File: src/rtl/multicycle_control_pkg.sv
// Shared definitions for the multicycle MIPS control unit: state encodings,
// opcodes, and the ALUOp / ALUSrcB / PCSource select codes.
package multicycle_control_pkg;

    typedef enum logic [3:0] {
        S_FETCH   = 4'd0,
        S_DECODE  = 4'd1,
        S_MEMADDR = 4'd2,
        S_MEMRD   = 4'd3,
        S_MEMWB   = 4'd4,
        S_MEMWR   = 4'd5,
        S_EXEC    = 4'd6,
        S_RWB     = 4'd7,
        S_BRANCH  = 4'd8,
        S_JUMP    = 4'd9,
        S_ADDIEX  = 4'd10,
        S_ADDIWB  = 4'd11
    } state_e;

    localparam logic [5:0] OP_RTYPE = 6'b000000;
    localparam logic [5:0] OP_LW    = 6'b100011;
    localparam logic [5:0] OP_SW    = 6'b101011;
    localparam logic [5:0] OP_BEQ   = 6'b000100;
    localparam logic [5:0] OP_J     = 6'b000010;
    localparam logic [5:0] OP_ADDI  = 6'b001000;

    localparam logic [1:0] ALUOP_ADD  = 2'b00;
    localparam logic [1:0] ALUOP_SUB  = 2'b01;
    localparam logic [1:0] ALUOP_FUNC = 2'b10;

    localparam logic [1:0] SRCB_REGB  = 2'b00;
    localparam logic [1:0] SRCB_FOUR  = 2'b01;
    localparam logic [1:0] SRCB_IMM   = 2'b10;
    localparam logic [1:0] SRCB_IMMSH = 2'b11;

    localparam logic [1:0] PCSRC_ALU    = 2'b00;
    localparam logic [1:0] PCSRC_ALUOUT = 2'b01;
    localparam logic [1:0] PCSRC_JUMP   = 2'b10;

endpackage

File: src/rtl/multicycle_control_outputs.sv
// Combinational state-to-strobe decoder; Reset forces every strobe low so no
// PC, IR, memory or register write can happen while the unit is held.
module multicycle_control_outputs
    import multicycle_control_pkg::*;
(
    input  logic [3:0] state_i,
    input  logic       reset_i,
    output logic       pcWrite_o,
    output logic       pcWriteCond_o,
    output logic       iorD_o,
    output logic       memRead_o,
    output logic       memWrite_o,
    output logic       memtoReg_o,
    output logic       irWrite_o,
    output logic [1:0] pcSource_o,
    output logic [1:0] aluOp_o,
    output logic       aluSrcA_o,
    output logic [1:0] aluSrcB_o,
    output logic       regWrite_o,
    output logic       regDst_o
);

    always_comb begin
        pcWrite_o     = 1'b0;
        pcWriteCond_o = 1'b0;
        iorD_o        = 1'b0;
        memRead_o     = 1'b0;
        memWrite_o    = 1'b0;
        memtoReg_o    = 1'b0;
        irWrite_o     = 1'b0;
        pcSource_o    = PCSRC_ALU;
        aluOp_o       = ALUOP_ADD;
        aluSrcA_o     = 1'b0;
        aluSrcB_o     = SRCB_REGB;
        regWrite_o    = 1'b0;
        regDst_o      = 1'b0;
        if (!reset_i) begin
            case (state_i)
                S_FETCH: begin
                    memRead_o  = 1'b1;
                    irWrite_o  = 1'b1;
                    aluSrcB_o  = SRCB_FOUR;
                    aluOp_o    = ALUOP_ADD;
                    pcWrite_o  = 1'b1;
                    pcSource_o = PCSRC_ALU;
                end
                S_DECODE: begin
                    aluSrcB_o = SRCB_IMMSH;
                    aluOp_o   = ALUOP_ADD;
                end
                S_MEMADDR, S_ADDIEX: begin
                    aluSrcA_o = 1'b1;
                    aluSrcB_o = SRCB_IMM;
                    aluOp_o   = ALUOP_ADD;
                end
                S_MEMRD: begin
                    memRead_o = 1'b1;
                    iorD_o    = 1'b1;
                end
                S_MEMWB: begin
                    regWrite_o = 1'b1;
                    memtoReg_o = 1'b1;
                end
                S_MEMWR: begin
                    memWrite_o = 1'b1;
                    iorD_o     = 1'b1;
                end
                S_EXEC: begin
                    aluSrcA_o = 1'b1;
                    aluSrcB_o = SRCB_REGB;
                    aluOp_o   = ALUOP_FUNC;
                end
                S_RWB: begin
                    regWrite_o = 1'b1;
                    regDst_o   = 1'b1;
                end
                S_BRANCH: begin
                    aluSrcA_o     = 1'b1;
                    aluSrcB_o     = SRCB_REGB;
                    aluOp_o       = ALUOP_SUB;
                    pcWriteCond_o = 1'b1;
                    pcSource_o    = PCSRC_ALUOUT;
                end
                S_JUMP: begin
                    pcWrite_o  = 1'b1;
                    pcSource_o = PCSRC_JUMP;
                end
                S_ADDIWB: begin
                    regWrite_o = 1'b1;
                end
                default: ;
            endcase
        end
    end

endmodule

File: src/rtl/multicycle_control.sv
// Main control FSM of the multicycle MIPS datapath: sequences each
// instruction through its states and flags opcodes it cannot execute.
module multicycle_control
    import multicycle_control_pkg::*;
(
    input  logic       Clk,
    input  logic       Reset,
    input  logic [5:0] Op,
    output logic       PCWrite,
    output logic       PCWriteCond,
    output logic       IorD,
    output logic       MemRead,
    output logic       MemWrite,
    output logic       MemtoReg,
    output logic       IRWrite,
    output logic [1:0] PCSource,
    output logic [1:0] ALUOp,
    output logic       ALUSrcA,
    output logic [1:0] ALUSrcB,
    output logic       RegWrite,
    output logic       RegDst,
    output logic       IllegalOp,
    output logic [3:0] State
);

    state_e state_q, state_d;
    logic   illegal_q, illegal_d;

    always_ff @(posedge Clk) begin
        if (Reset) begin
            state_q   <= S_FETCH;
            illegal_q <= 1'b0;
        end else begin
            state_q   <= state_d;
            illegal_q <= illegal_d;
        end
    end

    // Op is only looked at in DECODE and MEMADDR; every other state has a fixed successor.
    always_comb begin
        state_d   = S_FETCH;
        illegal_d = illegal_q;
        case (state_q)
            S_FETCH:   state_d = S_DECODE;
            S_DECODE: begin
                case (Op)
                    OP_LW, OP_SW: state_d = S_MEMADDR;
                    OP_RTYPE:     state_d = S_EXEC;
                    OP_BEQ:       state_d = S_BRANCH;
                    OP_J:         state_d = S_JUMP;
                    OP_ADDI:      state_d = S_ADDIEX;
                    default: begin
                        state_d   = S_FETCH;
                        illegal_d = 1'b1;
                    end
                endcase
            end
            S_MEMADDR: state_d = (Op == OP_LW) ? S_MEMRD : S_MEMWR;
            S_MEMRD:   state_d = S_MEMWB;
            S_EXEC:    state_d = S_RWB;
            S_ADDIEX:  state_d = S_ADDIWB;
            default:   state_d = S_FETCH;
        endcase
    end

    assign State     = state_q;
    assign IllegalOp = illegal_q;

    multicycle_control_outputs u_outputs (
        .state_i       (state_q),
        .reset_i       (Reset),
        .pcWrite_o     (PCWrite),
        .pcWriteCond_o (PCWriteCond),
        .iorD_o        (IorD),
        .memRead_o     (MemRead),
        .memWrite_o    (MemWrite),
        .memtoReg_o    (MemtoReg),
        .irWrite_o     (IRWrite),
        .pcSource_o    (PCSource),
        .aluOp_o       (ALUOp),
        .aluSrcA_o     (ALUSrcA),
        .aluSrcB_o     (ALUSrcB),
        .regWrite_o    (RegWrite),
        .regDst_o      (RegDst)
    );

endmodule

File: config.mk
export PLATFORM = sky130hd
export DESIGN_NAME = multicycle_control
export DESIGN_NICKNAME = d
export VERILOG_FILES = /design/src/rtl/multicycle_control_pkg.sv /design/src/rtl/multicycle_control_outputs.sv /design/src/rtl/multicycle_control.sv
export SDC_FILE = /design/constraint.sdc
export NUM_CORES = 1
export LEC_CHECK = 0
export ABC_AREA = 1
export BUFFER_PORTS_ARGS = -buffer_cell sky130_fd_sc_hd__clkbuf_2
export CORE_AREA = 2 2 39 41
export DETAILED_ROUTE_END_ITERATION = 12
export DIE_AREA = 0 0 41 43
export PLACE_DENSITY_LB_ADDON = 0.2
export SKIP_LAST_GASP = 1
export SLEW_MARGIN = 0
export SYNTH_ARGS = -nofsm -noshare
export SYNTH_HDL_FRONTEND = slang
export SYNTH_SLANG_ARGS = --single-unit
File: constraint.sdc
create_clock -name Clk -period 1.6 [get_ports Clk]
set_input_delay 0.16 -clock Clk [delete_from_list [all_inputs] [get_ports Clk]]
set_output_delay 0.16 -clock Clk [all_outputs]
set_load 0.05 [all_outputs]
Word-level counts from Yosys, hierarchy flattened
Cells that the tools add are included.

storage, ports and cells
  register bits after elaboration = 5
  word-level logic and storage cells = 59
  output and inout bits = 21
  input port bits = 8

cells by class
  mux-type cells = 29
  reduce and logical (&&, ||, !) cells = 11
  bitwise operators = 1
  eq/ne operators = 16

operators with widths
  operator                                              number
  one-hot mux 4 bit (6 select lines)                    1
  two-way mux 1 bit                                     20
  one-hot mux 4 bit (5 select lines)                    1
  equality test 4 x 3 -> 1 bit (second input constant)  4
  equality test 4 bit (second input constant)           4
  equality test 6 bit (second input constant)           2
  OR reduction 2 bit                                    5
  equality test 4 x 2 -> 1 bit (second input constant)  2
  one-hot mux 2 bit (2 select lines)                    2
  equality test 6 x 2 -> 1 bit (second input constant)  1
  equality test 6 x 3 -> 1 bit (second input constant)  1
  equality test 6 x 4 -> 1 bit (second input constant)  1
  zero test 6 bit                                       1
  two-way mux 2 bit                                     3
  one-hot mux 2 bit (3 select lines)                    1
  OR reduction 6 bit                                    1
  equality test 4 x 1 -> 1 bit (second input constant)  1
  zero test 4 bit                                       1
  OR reduction 4 bit                                    1
  two-way mux 3 bit                                     1
  OR reduction 3 bit                                    1
  AND reduction 2 bit                                   1
  inverter 1 bit                                        1

Logic depth before layout (Yosys ltp)
  word-level depth = 4
  mapped depth = 8

By module
A second synthesis with hierarchy kept.

second synthesis, totals
  cells, all modules = 113
  area total of the unflattened synthesis = 554.3 µm²

by module, submodules not included
  module                      seq. area each (µm²)  area each (µm²)  cells each  instances
  multicycle_control          100.1                 346.6            63          1
  multicycle_control_outputs  0.0                   207.7            50          1

Least setup slack after synthesis
No wires, ideal clock.

  path kind = register to output
  from = register state_q[3], in the netlist State[3]
  to = output port ALUOp[0]
  data arrival time = 2.120 ns
  setup slack = -0.680 ns
  stages on the path, launching flop included = 6
  data required time = 1.440 ns
  path through = dfxtp_1 > inv_2 > nor2_4 > nand2_1 > nor2_1 > buf_4

on the way
  longest elaborated chain between the ends = 3

RTL lines
  item                                                                 RTL line                          source
  from (decl)                                                          multicycle_control.sv:26          state_e state_q, state_d;
  from (signal assigned)                                               multicycle_control.sv:34          state_q <= state_d;
  equality test 4 bit or equality test 4 x 3 -> 1 bit (tied branches)  multicycle_control_outputs.sv:38  case (state_i)
  one-hot mux 2 bit (2 select lines) *                                 multicycle_control_outputs.sv:38
  two-way mux 2 bit *                                                  multicycle_control_outputs.sv:37  if (!reset_i) begin
  to (decl)                                                            multicycle_control.sv:17          output logic [1:0] ALUOp,

Mark *: on every way between the ends. The rest lies on a longest branch, timed or not.

Worst setup path after layout
  from = register state_q[0], in the netlist State[0]
  to = output port ALUSrcA

on the way
  longest elaborated chain between the ends = 4

RTL lines
  item                                                  RTL line                          source
  equality test 4 x 3 -> 1 bit (tied with other cells)  multicycle_control_outputs.sv:38
  OR reduction 4 bit (no line) *                        n/a
  two-way mux 1 bit *                                   multicycle_control_outputs.sv:38
  two-way mux 1 bit *                                   multicycle_control_outputs.sv:37
  to (decl)                                             multicycle_control.sv:18          output logic ALUSrcA,

Marks and branches as above.

==> metrics.txt <==
status=finished, final reports clean; unrepaired setup endpoints after global routing=yes; post-route cell area=about 820 µm²; vias post-DR=669; Post-CTS Repair Setup Buffers=0; global-route wire length before repair=approximately 2200 µm; largest net degree at the start of global routing=16; sequential share of the synthesized area=17.8%; commonest cells after routing, fill and taps aside=clkbuf_2 (19), nand2_1 (18), nor2_1 (16); grt ovf=0; DRC violation count after routing=0; relative slew slack=81.6%; Die X=between 40 and 50 µm; Sink Count=5; post-place instance area=between 700 and 800 µm²; Post-Syn Nets=~110; cell mode on critical path=nand2_2; Crit Path Max Fanout=5; Pre-Repair DR Iteration Count=4; # rows=14; CTS Buffer Depth=2; Tmin final=1.54 ns; CTS Hold Bufs=0; Syn Area/Cell=around 5.8 µm²; crit-path max cell delay=about 0.37 ns; P_leak=0.420 nW; Crit Path Class=flip-flop to output pin; number of nets in the layout=between 100 and 150; critical path launch point type=flip-flop; overall power=between 0.4 and 0.5 mW; vias in the first global route=approximately 620; synth warn=0; Slew Limit Fails=0; drt total wl=about 1400 µm; Worst EP arrival=~1.4 ns; fmax=648 MHz; initial antenna violation count=0; crit-path cells=inv_1 > nand2_2 > inv_2 > nand2_2 > nand2_4 > nor2_4 > a21oi_4 > buf_4; Post-Syn Area=about 560 µm²; Power Dens Cells=around 540 nW/µm²; Setup crit end kind=output pin; io pins=29; Synth Register Bits=5; actual slew at the worst max-slew pin=0.277 ns; Placer Congestion=~0.78; Detail Placement HPWL=1200 µm; Initial Util=between 40 and 50%; final hold vios=0; core area=around 1400 µm²; hold crit path type=input port to flip-flop; DRT iter0 DRCs=5; Final Skew=0.00161 ns; Clock transition at path regs=approximately 0.04 ns; DIE AREA=around 1800 µm²; Total Routing Usage GR=a little under a fifth; chip height=43 µm; antenna diode instance count=0; H-tree levels=1; Worst-Skew Late Latency=about 0.24 ns; CTS buffer count=3; VDD IR max=~0.38 mV; setup violators final=0; Period Utilization, post-route=between 90% and 100%; post-cts resize count=1; Post-Syn Instances=97; Area Growth Syn to Fin=45.2%; most common cell after layout, fill and taps aside=clkbuf_2; synth unique cells=21; via density per instance=about 4.7; Crit path required time=1.44 ns; CTS tree=done; clock root cell=clkbuf_4; Port-buffer cells=28; CP max stage cell=dfxtp_2; Routed WL per cell=~9.9 µm; MaxCap Viol Count=0; Post-DRT Antenna Nets=0; share of cells above drive strength 1=52.4%; TNS Setup=0 ns
[cells in the mapped netlist, drive strengths merged]
library cell / number / area share (%)
a31oi: 1 / 1.1
clkbuf: 1 / 0.89
nand4: 1 / 1.1
buf: 3 / 3.6
nand2: 24 / 21
dfxtp: 5 / 18
nand3: 6 / 5.3
a21oi: 7 / 7.6
o22ai: 1 / 1.1
o21a: 1 / 1.3
inv: 16 / 11
o21ai: 2 / 1.8
nor2: 28 / 25
nor3: 1 / 0.89
[report_power, final]
| part | internal (mW) | switching, mW |
|---|---|---|
| Combinational | 0.0458 | 0.116 |
| Sequential | 0.129 | 0.00565 |
| Clock | 0.0941 | 0.0482 |
| Total | 0.269 | 0.170 |
[logic make-up (layout without fill, tap and decap cells)]
logic type	after synthesis	count (layout)	share of synthesized area, %
and+or+nand+nor	60	60	54.1
AOI/OAI and AO/OA	12	12	12.9
DFF	5	5	17.8
buffers and inverters	20	49	15.1
[flip-flops by register name, indices dropped and copies added, names as in the netlist]
signal,count
IllegalOp,1
State,4
[critical path: cells and delay by family, from the launching register on]
kind            cells  cell delay, ns
flops               1            0.37
buf+inv             3            0.31
simple gates        4            0.41
compound gates      1            0.06
[stage by stage]
step           cells  hold WS (ns)  util (%)  setup slack [ns]
6_report         142         0.215      59.0            0.0564
5_1_grt          142         0.215      59.0          -0.00452
4_1_cts          142         0.214      57.9          -0.00485
3_5_place_dp     138         0.464      55.8             0.226
3_3_place_gp     138         0.462      55.8             0.269
2_1_floorplan     97         0.367         -           -0.0901
[area by class of cell]
cell class | instances | area [µm²]
multi-input cells | 72 | 444
well taps | 16 | 20.0
inverters | 16 | 60.1
fillers | 150 | 568
clock buffers | 4 | 26.3
repair buffers | 29 | 158
flip-flops and latches | 5 | 108
[layer usage]
layer / vias up / part of all wire (%) / global-route usage, %
li1: 356 / - / -
met1: 290 / 41 / 19.7
met2: 21 / 53 / 32.5
met3: 2 / 5.3 / 3.14
met4: 0 / 0.64 / 8.00
met5: - / 0 / 0
[final timing paths]
| check | from | end | slack (ns) | depth (start not counted) |
|---|---|---|---|---|
| setup / recovery | State[0] | ALUSrcA | 0.06 | 8 |
| hold / removal | Reset | State[2] | 0.22 | 4 |
| setup reg to reg | State[3] | State[1] | 0.50 | 7 |
| hold reg to reg | IllegalOp | IllegalOp | 0.47 | 2 |
(Power assumes the default switching activity.)
